File: src/rtl/pipeline_alu_param.sv
// rtl/pipeline_alu_param.sv - three-stage valid/ready arithmetic pipeline
//
// Purpose:
//    Computes F = op(((a+b) + (c-d)), d) over three register stages, where op
//    is selected by mode: 00 multiply, 01 add, 10 subtract, 11 pass-through.
//    All arithmetic is unsigned, modulo 2^M. The whole pipe advances as a
//    unit; a stalled output freezes every stage.
//
// Ports:
//    clk1       in   1   clock, rising edge
//    rst_n      in   1   synchronous active-low reset
//    a,b,c,d    in   N   unsigned operands
//    mode       in   2   stage-3 operation select, travels with its operands
//    in_valid   in   1   operand set presented
//    in_ready   out  1   operand set accepted when in_valid & in_ready
//    F          out  M   result
//    out_valid  out  1   F holds a valid result
//    out_ready  in   1   downstream consumes F this cycle
//    inflight   out  2   number of valid stages (0..3)

module pipeline_alu_param #(
   parameter int N = 4,
   parameter int M = 3 * N
) (
   input  logic         clk1,
   input  logic         rst_n,
   input  logic [N-1:0] a,
   input  logic [N-1:0] b,
   input  logic [N-1:0] c,
   input  logic [N-1:0] d,
   input  logic [1:0]   mode,
   input  logic         in_valid,
   output logic         in_ready,
   output logic [M-1:0] F,
   output logic         out_valid,
   input  logic         out_ready,
   output logic [1:0]   inflight
);

   localparam logic [1:0] MODE_MUL  = 2'b00;
   localparam logic [1:0] MODE_ADD  = 2'b01;
   localparam logic [1:0] MODE_SUB  = 2'b10;
   localparam logic [1:0] MODE_PASS = 2'b11;

   // Stage 1: partial sums plus the operand and mode needed later
   logic [M-1:0] s1_x1;
   logic [M-1:0] s1_x2;
   logic [N-1:0] s1_d;
   logic [1:0]   s1_mode;
   logic         s1_v;

   // Stage 2: combined sum plus d/mode for the final operation
   logic [M-1:0] s2_x3;
   logic [N-1:0] s2_d;
   logic [1:0]   s2_mode;
   logic         s2_v;

   // Stage 3: result register driving F
   logic [M-1:0] s3_f;
   logic         s3_v;

   logic         advance;
   logic [M-1:0] x1_next;
   logic [M-1:0] x2_next;
   logic [M-1:0] x3_next;
   logic [M-1:0] d_ext;
   logic [M-1:0] f_next;

   // The only stall source is a held, unconsumed result in stage 3; the
   // whole pipe moves together, so bubbles in S1/S2 are not compressed.
   assign advance  = !s3_v || out_ready;
   assign in_ready = advance;

   assign F         = s3_f;
   assign out_valid = s3_v;
   assign inflight  = {1'b0, s1_v} + {1'b0, s2_v} + {1'b0, s3_v};

   always_comb begin
      x1_next = M'(a) + M'(b);
      // c-d is done at full M width so a negative difference wraps to 2^M-k
      x2_next = M'(c) - M'(d);
      x3_next = s1_x1 + s1_x2;
      d_ext   = M'(s2_d);
      f_next  = s2_x3;
      case (s2_mode)
         // Product is truncated to the low M bits by the M-bit context
         MODE_MUL:  f_next = s2_x3 * d_ext;
         MODE_ADD:  f_next = s2_x3 + d_ext;
         MODE_SUB:  f_next = s2_x3 - d_ext;
         MODE_PASS: f_next = s2_x3;
         default:   f_next = s2_x3;
      endcase
   end

   always_ff @(posedge clk1) begin
      if (!rst_n) begin
         s1_x1   <= '0;
         s1_x2   <= '0;
         s1_d    <= '0;
         s1_mode <= '0;
         s1_v    <= 1'b0;
         s2_x3   <= '0;
         s2_d    <= '0;
         s2_mode <= '0;
         s2_v    <= 1'b0;
         s3_f    <= '0;
         s3_v    <= 1'b0;
      end else if (advance) begin
         // S1 data loads unconditionally; only the valid bit marks it as real
         s1_x1   <= x1_next;
         s1_x2   <= x2_next;
         s1_d    <= d;
         s1_mode <= mode;
         s1_v    <= in_valid;
         s2_x3   <= x3_next;
         s2_d    <= s1_d;
         s2_mode <= s1_mode;
         s2_v    <= s1_v;
         s3_f    <= f_next;
         s3_v    <= s2_v;
      end
   end

endmodule

File: config.mk
export PLATFORM = sky130hd
export DESIGN_NAME = pipeline_alu_param
export DESIGN_NICKNAME = d
export VERILOG_FILES = /design/src/rtl/pipeline_alu_param.sv
export SDC_FILE = /design/constraint.sdc
export NUM_CORES = 1
export LEC_CHECK = 0
export CAP_MARGIN = 20
export CORE_MARGIN = 2
export CORE_UTILIZATION = 55
export DETAILED_ROUTE_END_ITERATION = 8
export PLACE_DENSITY = 0.77
export SLEW_MARGIN = 15
export SYNTH_ARGS = -nofsm -noshare
export SYNTH_HDL_FRONTEND = slang
export SYNTH_SLANG_ARGS = --single-unit
File: constraint.sdc
create_clock -name clk1 -period 6.95 [get_ports clk1]
set_clock_uncertainty 0.2 [all_clocks]
set_input_delay 0.695 -clock clk1 [delete_from_list [all_inputs] [get_ports clk1]]
set_output_delay 0.695 -clock clk1 [all_outputs]
set_load 0.02 [all_outputs]
==> results by group, run 1 <==
Setup path
  – Stage delay of the slowest cell on the critical path: between 700 and 800 ps
  – Crit path DAT: a little under 3000 ps
  – Register-to-Register Path Depth: 12
  – Cells along the critical path: clkdlybuf4s50_1 -> nor2b_4 -> buf_4 -> inv_2 -> clkdlybuf4s50_1
  – Critical Path Most Common Cell: sky130_fd_sc_hd__clkdlybuf4s50_1
  – End of the worst register-to-register path: F[10]$_SDFFE_PN0P_
  – Critical-path cell with the highest stage delay: sky130_fd_sc_hd__clkdlybuf4s50_1
  – Reg-to-reg slack, setup: about 3100 ps
  – Worst reg2reg startpoint: s2_d[2]$_SDFFE_PN0P_
  – Maximum fanout along the worst path: 51
  – Required @ worst endpoint: 6050 ps
  – Startpoint type of the worst setup path: primary input
  – Crit Path Category: in2out
  – CP Capture Type: primary output

Power and ir drop
  – Cell area power density: ~170 mW/mm^2
  – Tot Pwr: 0.0007871 W
  – Lkg Pwr: around 2.1 nW
  – Peak VDD IR: just under 0.09 mV

Synthesis
  – Number of enable-type register cells in the synthesized netlist: 0
  – Synth Flop Type: sky130_fd_sc_hd__dfxtp_1
  – Mean instance size in the synthesized netlist: between 8 and 9 um^2
  – Count of unique library cells instantiated by Yosys: 58
  – Fraction of synthesized cell area taken by the top area cell type: between 20% and 30%
  – Sequential element share of the synthesized area: 22.80%
  – Synth warn: 0
  – Synthesized instance count: approximately 530
  – Ys async rst share: 0%
  – Top area cells in the synthesized netlist: sky130_fd_sc_hd__dfxtp_1 (23%), sky130_fd_sc_hd__ha_1 (13%), sky130_fd_sc_hd__fa_1 (10%)
  – Syn_nets: about 610
  – Synthesized flop and latch total: 48
  – Cell Area, Synth: between 0.004 and 0.005 mm^2
  – Biggest area consumer among synthesized cells: sky130_fd_sc_hd__dfxtp_1

Final layout
  – Antenna Cells: 0
  – Count of filler cells inserted in the layout: approximately 640
  – Commonest cells after routing, fill and taps aside: sky130_fd_sc_hd__nand2_1 (82), sky130_fd_sc_hd__inv_1 (56), sky130_fd_sc_hd__dfxtp_1 (48)
  – Area growth, synth to finish: 12.20%
  – Most common library cell in the layout ignoring fill and taps: sky130_fd_sc_hd__nand2_1
  – Final design utilization: 64.50%
  – Layout cells sized above 1: around 4.2%
  – Nets: approximately 640

Floorplanning
  – Num rows: 31
  – Width of the die: slightly above 90 um
  – I/O pin count: 38
  – Die Ht: ~92 um
  – Initial Util: roughly 57%
  – Area inside the core boundary: around 0.0073 mm^2
  – Die Outline Area: about 0.0084 mm^2

CTS
  – CTS Sinks: 48
  – H-tree depth: 2
  – Bufs on Longest Clock Path: 2
  – Source-to-sink clock delay at the later pin of the worst-skew pair: between 300 and 400 ps
  – Clock tree from TritonCTS: done
  – # Post-CTS Setup Buffers: 0
  – Total CTS buffers: 5
  – Post-cts hold buffer count: 0
  – Post-cts gate resize count: 0
  – Root cell of the clock tree: sky130_fd_sc_hd__clkbuf_8
  – Register clock-pin slew on the reported worst setup and hold paths: about 100 ps

Place
  – Final weighted congestion in routability-driven placement: a little under 1
  – Half-perimeter wire length of the detailed placement result: 7.265 mm
  – Number of input and output port buffers inserted: 37

Global route
  – GRT overflow: 0
  – GRT Total Usage: roughly 25%
  – Via count of the first global-routing pass: roughly 3700
  – Maximum number of pins on one net before global-route repair: 53
  – Global-route wire length before repair: 16.92 mm
  – Antenna violations before repair: 0

Timing
  – Count of final setup violators: 0
  – Max Transition Viols Final: 0
  – Slew at the pin with the worst max-slew slack: 809.4 ps
  – Hold Violations, Final: 0
  – WHS: around 270 ps
  – Setup repair after global routing missed its margin: no
  – Ratio of final minimum period to clock period: between 50% and 60%
  – Total Negative Setup Slacks: 0 ps
  – Slew headroom: ~46%
  – Max Clock Freq: 262.9 MHz
  – Final worst path period need: 3804 ps

Drt
  – Detailed-route DRC error count: 0
  – DRT iter0 DRCs: 260
  – Drt first pass iters: 5
  – Post-Route WL: between 9 and 10 mm
  – Final antenna-violating net count: 0
  – Post-detailed-route via-to-cell ratio: about 5.7
  – Total number of vias: 3707
  – WL per Instance: between 15 and 20 um

Hold path
  – Worst Hold Path EP: s1_mode[0]$_SDFFE_PN0P_
  – Class of the tightest hold or removal check: reg2reg
  – Number of cells on the worst hold path: 2
  – Origin of the worst min-delay path: s1_mode[0]$_SDFFE_PN0P_

Run status
  – Status: completed

Flow run
  – Maximum Capacitance Violations: 0
[metal layers]
layer	share of wire, %	vias up	global-route usage (%)	wire (um)
met5	0	-	0	0
met4	1.4	0	6.439	133
met3	3.9	14	2.988	382
met2	47	89	41.36	4591
met1	48	1776	33.87	4651
li1	-	1828	-	-
[flip-flops by register name (all words and copies together) (netlist names)]
| signal | cells |
|---|---|
| F | 12 |
| out_valid | 1 |
| s1_v | 1 |
| s2_d | 4 |
| s1_x1 | 5 |
| s1_d | 4 |
| s1_mode | 2 |
| s2_x3 | 11 |
| s1_x2 | 5 |
| s2_mode | 2 |
| s2_v | 1 |
[kinds of logic (layout without fill, tap and decap cells)]
group	after synthesis	count (layout)	share of synthesized area, %
buf+inv	80	104	7.304
mux	2	2	0.5047
compound gates	141	141	22.83
xor+xnor	19	19	4.127
simple gates	170	170	18.91
flops	48	48	22.80
fa+ha+maj	66	66	23.52
[critical path: cells and delay by family]
| kind | cells | cell delay (ps) |
|---|---|---|
| AND/OR/NAND/NOR | 1 | 40 |
| buffers and inverters | 4 | 2150 |
[synth_stat cells, drive strengths merged (2+ instances only)]
cell     instances
nand2           83
inv             57
dfxtp           48
ha              44
o21ai           34
a21boi          25
a21oi           25
and2            25
nor2            25
fa              22
clkbuf          17
xnor2           13
a21o             9
nand3            8
o21a             8
o211a            7
buf              6
nor2b            6
xor2             6
a211oi           5
a31oi            4
nand2b           4
nor3             4
or3              4
a211o            3
a22oi            3
o221ai           3
o31ai            3
a2bb2oi          2
a32o             2
a32oi            2
nor4             2
o211ai           2
[per-stage QoR]
| step | worst slack [ps] | instances | cell area, um^2 |
|---|---|---|---|
| 2_1_floorplan | 3480 | 526 | 4214 |
| 3_3_place_gp | 3167 | 641 | 4637 |
| 3_5_place_dp | 3155 | 641 | 4637 |
| 4_1_cts | 3151 | 649 | 4728 |
| 5_1_grt | 2959 | 649 | 4728 |
| 6_report | 3146 | 649 | 4728 |
[cell type report]
cell class	instances	area, um^2	area share (%)
clock buffer	5	68.82	1.455
clock inverter	3	22.52	0.4763
inverter	57	214.0	4.525
multi-input combinational	398	2953	62.45
sequential	48	960.9	20.32
tap	99	123.9	2.620
timing repair buffer	39	385.4	8.150
[worst max path at each step]
stage	slack, ps	startpoint	to	depth (start not counted)
2_1_floorplan	3480	s2_d[2]$_SDFFE_PN0P_	F[10]$_SDFFE_PN0P_	13
3_3_place_gp	3170	out_ready	in_ready	5
3_5_place_dp	3150	s2_d[2]$_SDFFE_PN0P_	F[10]$_SDFFE_PN0P_	12
4_1_cts	3150	out_ready	in_ready	5
5_1_grt	2960	s2_d[2]$_SDFFE_PN0P_	F[10]$_SDFFE_PN0P_	12
6_report	3150	out_ready	in_ready	5
[report_power, final]
group / switching (W) / total, W / leakage [nW] / internal (W)
logic: 0.000153 / 0.000279 / 1.67 / 0.000126
registers: 0.0000301 / 0.000329 / 0.396 / 0.000299
clock network: 0.000106 / 0.000179 / 0.0485 / 0.0000724
Power figures use the tool's default switching activity.
==> run 2: changes to the inputs <==
- clock period: 6.95 -> 4 ns (I/O delays scaled with it)
==> run 2 against run 1 <==
Via count down 1.2%. Power up 80%. Flip-flop and latch count unchanged. Critical path type is now reg2reg. Largest cell class unchanged.
==> results by group, run 2 (synthesized netlist as in run 1, its figures left out) <==
Run status
  – Status: completed (unchanged)

Power and ir drop
  – Lkg Pwr: 2.131 nW (was 2.115 nW)
  – Cell area power density: 297.0 mW/mm^2 (was 166.5 mW/mm^2)
  – Peak VDD IR: 0.1628 mV (was 0.08714 mV)

Setup path
  – CP Capture Type: flip-flop (was primary output)
  – Startpoint type of the worst setup path: flip-flop (was primary input)
  – Required @ worst endpoint: 4000 ps (was 6050 ps)
  – End of the worst register-to-register path: F[10]$_SDFFE_PN0P_ (unchanged)
  – Worst setup startpoint: s2_d[2]$_SDFFE_PN0P_ (was out_ready)
  – Maximum fanout along the worst path: 14 (was 51)
  – Critical Path Most Common Cell: sky130_fd_sc_hd__fa_1 (was sky130_fd_sc_hd__clkdlybuf4s50_1)
  – Worst reg2reg startpoint: s2_d[2]$_SDFFE_PN0P_ (unchanged)
  – Register-to-Register Path Depth: 12 (unchanged)
  – Critical-path cell with the highest stage delay: sky130_fd_sc_hd__dfxtp_1 (was sky130_fd_sc_hd__clkdlybuf4s50_1)
  – Cells along the critical path: nand2_1 -> fa_1 -> inv_1 -> fa_1 -> inv_1 -> fa_1 -> nand2b_1 -> a21oi_1 -> o22ai_1 -> xor2_1 -> a21oi_1 -> a32o_1 (was clkdlybuf4s50_1 -> nor2b_4 -> buf_4 -> inv_2 -> clkdlybuf4s50_1)
  – Crit path DAT: 3710 ps (was 2910 ps)
  – Stage delay of the slowest cell on the critical path: 590 ps (was 740 ps)
  – Reg-to-reg slack, setup: 290 ps (was 3150 ps)
  – Crit Path Category: reg2reg (was in2out)

Global route
  – GRT overflow: 0 (unchanged)
  – GRT Total Usage: 25.04% (was 24.75%)
  – Global-route wire length before repair: 17.10 mm (was 16.92 mm)
  – Maximum number of pins on one net before global-route repair: 51 (was 53)
  – Antenna violations before repair: 0 (unchanged)
  – Via count of the first global-routing pass: 3576 (was 3656)

Drt
  – Drt first pass iters: 4 (was 5)
  – Post-Route WL: 10.02 mm (was 9.759 mm)
  – WL per Instance: 15.39 um (was 15.04 um)
  – Detailed-route DRC error count: 0 (unchanged)
  – Total number of vias: 3663 (was 3707)
  – DRT iter0 DRCs: 195 (was 260)
  – Post-detailed-route via-to-cell ratio: 5.627 (was 5.712)
  – Final antenna-violating net count: 0 (unchanged)

Floorplanning
  – Num rows: 31 (unchanged)
  – Width of the die: 91.53 um (unchanged)
  – Initial Util: 57.48% (unchanged)
  – Area inside the core boundary: 0.007331 mm^2 (unchanged)
  – Die Outline Area: 0.008378 mm^2 (unchanged)
  – Die Ht: 91.53 um (unchanged)
  – I/O pin count: 38 (unchanged)

Place
  – Final weighted congestion in routability-driven placement: 0.9161 (was 0.9878)
  – Half-perimeter wire length of the detailed placement result: 7.792 mm (was 7.265 mm)
  – Number of input and output port buffers inserted: 37 (unchanged)

Timing
  – Final worst path period need: about 3700 ps
  – Max Clock Freq: around 270 MHz
  – Setup repair after global routing missed its margin: no (unchanged)
  – Max Transition Viols Final: 0 (unchanged)
  – Slew at the pin with the worst max-slew slack: 816.8 ps (was 809.4 ps)
  – WHS: 269.4 ps (was 266.6 ps)
  – Count of final setup violators: 0 (unchanged)
  – Total Negative Setup Slacks: 0 ps (unchanged)
  – Ratio of final minimum period to clock period: between 90% and 100%
  – Hold Violations, Final: 0 (unchanged)
  – Slew headroom: 45.54% (was 46.04%)

Flow run
  – Maximum Capacitance Violations: 0 (unchanged)

CTS
  – # Post-CTS Setup Buffers: 0 (unchanged)
  – H-tree depth: 2 (unchanged)
  – Register clock-pin slew on the reported worst setup and hold paths: 90 ps (was 100 ps)
  – Post-cts gate resize count: 0 (unchanged)
  – CTS Sinks: 48 (unchanged)
  – Root cell of the clock tree: sky130_fd_sc_hd__clkbuf_8 (unchanged)
  – Source-to-sink clock delay at the later pin of the worst-skew pair: 300 ps (was 310 ps)
  – Clock tree from TritonCTS: done (unchanged)
  – Total CTS buffers: 5 (unchanged)
  – Post-cts hold buffer count: 0 (unchanged)
  – Bufs on Longest Clock Path: 2 (unchanged)

Final layout
  – Area growth, synth to finish: 12.95% (was 12.20%)
  – Commonest cells after routing, fill and taps aside: sky130_fd_sc_hd__nand2_1 (82), sky130_fd_sc_hd__inv_1 (56), sky130_fd_sc_hd__dfxtp_1 (48) (unchanged)
  – Most common library cell in the layout ignoring fill and taps: sky130_fd_sc_hd__nand2_1 (unchanged)
  – Flip-flop count of the largest register, all copies and words added: 12 (unchanged)
  – Layout cells sized above 1: 4.348% (was 4.182%)
  – Antenna Cells: 0 (unchanged)
  – Nets: 639 (was 637)

Hold path
  – Number of cells on the worst hold path: 2 (unchanged)
  – Class of the tightest hold or removal check: reg2reg (unchanged)
  – Worst Hold Path EP: F[2]$_SDFFE_PN0P_ (was s1_mode[0]$_SDFFE_PN0P_)
  – Origin of the worst min-delay path: F[2]$_SDFFE_PN0P_ (was s1_mode[0]$_SDFFE_PN0P_)
-- run 2: cell types whose count changed in the layout (fill, tap and decap cells not counted), sizes merged --
cell,change
inv,-1
bufinv,+1
clkbuf,+1
clkinv,-1
buf,+2
-- run 2: worst max path at each step --
stage,to,depth (start not counted),slack (ps)
after global placement,F[10]$_SDFFE_PN0P_,12,390
after CTS,F[10]$_SDFFE_PN0P_,12,280
after global routing,F[10]$_SDFFE_PN0P_,12,50
final,F[10]$_SDFFE_PN0P_,12,290
after detailed placement,F[10]$_SDFFE_PN0P_,12,320
after floorplan,F[10]$_SDFFE_PN0P_,13,530
-- run 2: cell type report --
class                   count  area [um^2]
clock inverters             2        35.03
clock buffers               6        72.57
repair buffers             41        400.4
well taps                  99        123.9
fillers                   647         2571
inverters                  57        214.0
multi-input cells         398         2953
flip-flops and latches     48        960.9
-- run 2: where the power goes --
group	switching [W]	internal, W	total, W	leakage (nW)
registers	0.0000507	0.000519	0.000570	0.396
clock network	0.000166	0.000186	0.000352	0.0552
logic	0.000271	0.000220	0.000492	1.68
-- run 2: routing by layer --
metal	vias to the layer above	wire length (um)	global-route usage, %
li1	1822	-	-
met1	1753	4603	34.18
met2	73	4781	41.85
met3	15	400	2.739
met4	0	231	7.071
met5	-	0	0
-- run 2: stage by stage --
step	utilization, %	cells	instance area [um^2]	total power [W]	setup WS (ps)
2_1_floorplan	-	526	4214	0.0009196	529.7
3_3_place_gp	63.46	643	4652	0.001049	390.2
3_5_place_dp	63.46	643	4652	0.001065	315.4
6_report	64.93	651	4760	0.001414	291.2
5_1_grt	64.93	651	4760	0.001502	51.58
4_1_cts	64.93	651	4760	0.001415	279.7
-- run 2: worst max-delay path: cells and delay by family (launching register included) --
| kind | cells | cell delay (ps) |
|---|---|---|
| fa+ha+maj | 3 | 1530 |
| simple gates | 2 | 320 |
| compound gates | 4 | 690 |
| xor+xnor | 1 | 150 |
| buf+inv | 2 | 120 |
| flops | 1 | 590 |
==> run 3: changes to the inputs <==
- CELL_PAD_IN_SITES_DETAIL_PLACEMENT: default -> 0
- CELL_PAD_IN_SITES_GLOBAL_PLACEMENT: default -> 2
- CORE_MARGIN: 2 -> 5
- CORE_UTILIZATION: 55 -> 35
- PLACE_DENSITY: 0.77 -> default
- PLACE_DENSITY_LB_ADDON: default -> 0.1
==> run 3 against run 2 <==
Sequential share of layout area fell by 0.74 points. Register-to-register slack barely moved. Final cell count grew 7.8%. Flip-flop and latch count is the same. Highest routed layer unchanged. Non-clock buffer count up 3. Sequential power barely moved. Routed wire length is 10% higher.
==> results by group, run 3 (synthesized netlist as in run 1, its figures left out) <==
Flow run
  – Maximum Capacitance Violations: 0 (unchanged)

Drt
  – Total met2 wirelength after detailed routing: 5.312 mm (was 4.781 mm)
  – Post-Route WL: 11.05 mm (was 10.02 mm)
  – Post-detailed-route via-to-cell ratio: 5.057 (was 5.627)
  – Detailed-route wire length on metal 1: 5.305 mm (was 4.603 mm)
  – Drt first pass iters: 4 (unchanged)
  – WL per Instance: 15.74 um (was 15.39 um)
  – Total number of vias: 3550 (was 3663)
  – Detailed-route DRC error count: 0 (unchanged)
  – Top layer used by detailed routing: met4 (unchanged)
  – Length of routed met3 wiring: 288 um (was 400 um)
  – Final antenna-violating net count: 0 (unchanged)
  – DRT iter0 DRCs: 114 (was 195)

Final layout
  – Antenna Cells: 0 (unchanged)
  – Nets: 642 (was 639)
  – Post-layout instance count excluding filler cells: 702 (was 651)
  – Layout cells sized above 1: 5.405% (was 4.348%)
  – Most common library cell in the layout ignoring fill and taps: sky130_fd_sc_hd__nand2_1 (unchanged)
  – Flip-flop count of the largest register, all copies and words added: 12 (unchanged)
  – Count of filler cells inserted in the layout: 1255 (was 647)
  – Commonest cells after routing, fill and taps aside: sky130_fd_sc_hd__nand2_1 (82), sky130_fd_sc_hd__inv_1 (56), sky130_fd_sc_hd__dfxtp_1 (46) (was sky130_fd_sc_hd__nand2_1 (82), sky130_fd_sc_hd__inv_1 (56), sky130_fd_sc_hd__dfxtp_1 (48))
  – Area growth, synth to finish: 17.52% (was 12.95%)

Setup path
  – Crit path DAT: 3710 ps (about the same)
  – Critical Path Most Common Cell: sky130_fd_sc_hd__fa_1 (unchanged)
  – Stage delay of the slowest cell on the critical path: 560 ps (was 590 ps)
  – Worst Path Buf+Inv: 2 (unchanged)
  – Worst path top cell family by delay: adder cells (unchanged)
  – Startpoint type of the worst setup path: flip-flop (unchanged)
  – CP Capture Type: flip-flop (unchanged)
  – Cells along the critical path: nand2_1 -> fa_1 -> inv_1 -> fa_1 -> inv_1 -> fa_1 -> nand2b_1 -> a21oi_1 -> o22ai_1 -> xor2_1 -> a21oi_1 -> a32o_1 (unchanged)
  – Crit Path Category: reg2reg (unchanged)
  – Critical-path cell with the highest stage delay: sky130_fd_sc_hd__fa_1 (was sky130_fd_sc_hd__dfxtp_1)
  – Required @ worst endpoint: 4000 ps (about the same)
  – Maximum fanout along the worst path: 13 (was 14)

Power and ir drop
  – Peak VDD IR: 0.2058 mV (was 0.1628 mV)
  – Lkg Pwr: 2.195 nW (was 2.131 nW)
  – Cell area power density: 340.3 mW/mm^2 (was 297.0 mW/mm^2)

CTS
  – Root cell of the clock tree: sky130_fd_sc_hd__clkbuf_16 (was sky130_fd_sc_hd__clkbuf_8)
  – H-tree depth: 2 (unchanged)
  – Post-cts hold buffer count: 0 (unchanged)
  – CTS Sinks: 48 (unchanged)
  – Post-cts gate resize count: 0 (unchanged)
  – Clock tree from TritonCTS: done (unchanged)
  – # Post-CTS Setup Buffers: 0 (unchanged)
  – Bufs on Longest Clock Path: 2 (unchanged)
  – Source-to-sink clock delay at the later pin of the worst-skew pair: 300 ps (about the same)
  – Total CTS buffers: 5 (unchanged)
  – Register clock-pin slew on the reported worst setup and hold paths: 70 ps (was 90 ps)

Place
  – Half-perimeter wire length of the detailed placement result: 8.761 mm (was 7.792 mm)
  – Final weighted congestion in routability-driven placement: 0.8929 (was 0.9161)
  – Placed cell count: 694 (was 643)
  – Number of input and output port buffers inserted: 37 (unchanged)

Timing
  – Max Transition Viols Final: 0 (unchanged)
  – Max Clock Freq: 269.3 MHz (was 269.6 MHz)
  – Setup repair after global routing missed its margin: no (unchanged)
  – Ratio of final minimum period to clock period: 92.83% (was 92.72%)
  – Slew at the pin with the worst max-slew slack: 854.5 ps (was 816.8 ps)
  – Hold Violations, Final: 0 (unchanged)
  – Slew headroom: 42.85% (was 45.54%)
  – Count of final setup violators: 0 (unchanged)
  – Total Negative Setup Slacks: 0 ps (unchanged)
  – Final worst path period need: 3713 ps (was 3709 ps)

Floorplanning
  – I/O pin count: 38 (unchanged)
  – Num rows: 40 (was 31)
  – Die Ht: 119.7 um (was 91.53 um)
  – Die Outline Area: 0.01433 mm^2 (was 0.008378 mm^2)
  – Width of the die: 119.7 um (was 91.53 um)
  – Area inside the core boundary: 0.01191 mm^2 (was 0.007331 mm^2)
  – Initial Util: 35.38% (was 57.48%)

Run status
  – Status: completed (unchanged)

Global route
  – Maximum number of pins on one net before global-route repair: 51 (unchanged)
  – GRT overflow: 0 (unchanged)
  – GRT Total Usage: 16.18% (was 25.04%)
  – Antenna violations before repair: 0 (unchanged)
  – Global-route wire length before repair: 18.53 mm (was 17.10 mm)
  – Via count of the first global-routing pass: 3630 (was 3576)

Hold path
  – Class of the tightest hold or removal check: reg2reg (unchanged)
-- run 3: power breakdown --
part,switching (W),internal (W)
Sequential,0.0000507,0.000520
Clock,0.000200,0.000422
Combinational,0.000272,0.000221
-- run 3: final timing paths --
check,from,end,slack (ps),cells after the start
setup / recovery,s2_d[1]$_SDFFE_PN0P_,F[10]$_SDFFE_PN0P_,290,12
hold / removal,F[1]$_SDFFE_PN0P_,F[1]$_SDFFE_PN0P_,260,2
setup reg to reg,s2_d[1]$_SDFFE_PN0P_,F[10]$_SDFFE_PN0P_,290,12
hold reg to reg,F[1]$_SDFFE_PN0P_,F[1]$_SDFFE_PN0P_,260,2
-- run 3: tightest hold or removal path, stage by stage, from the launching register on --
cell and delay (ps):
sky130_fd_sc_hd__dfxtp_1 310, sky130_fd_sc_hd__nand2_1 40, sky130_fd_sc_hd__a21boi_0 60
-- run 3: layer usage --
metal | GRT usage (%) | vias to the layer above
li1 | - | 1837
met4 | 3.651 | 0
met1 | 21.57 | 1666
met5 | 0 | -
met2 | 27.90 | 38
met3 | 2.168 | 9
-- run 3: per-stage QoR --
step           instance area [um^2]  util [%]  hold WS (ps)  setup WS [ps]  total power, W
4_1_cts                        4950     41.55         265.3          168.4        0.001706
3_5_place_dp                   4735     39.75         254.7          189.4        0.001078
3_3_place_gp                   4735     39.75         247.9          266.9        0.001076
2_1_floorplan                  4214         -         241.2          529.7       0.0009196
5_1_grt                        4952     41.58         279.0          51.94        0.001791
6_report                       4952     41.58         261.8          286.8        0.001685
-- run 3: layout make-up --
cell class                      count  area, um^2  area share, %
Tap cell                          147       183.9          3.714
Inverter                           57       214.0          4.320
Multi-Input combinational cell    398        2953          59.63
Timing Repair Buffer               44       422.9          8.540
Clock inverter                      3       90.09          1.819
Sequential cell                    48       963.4          19.45
Clock buffer                        5       125.1          2.527
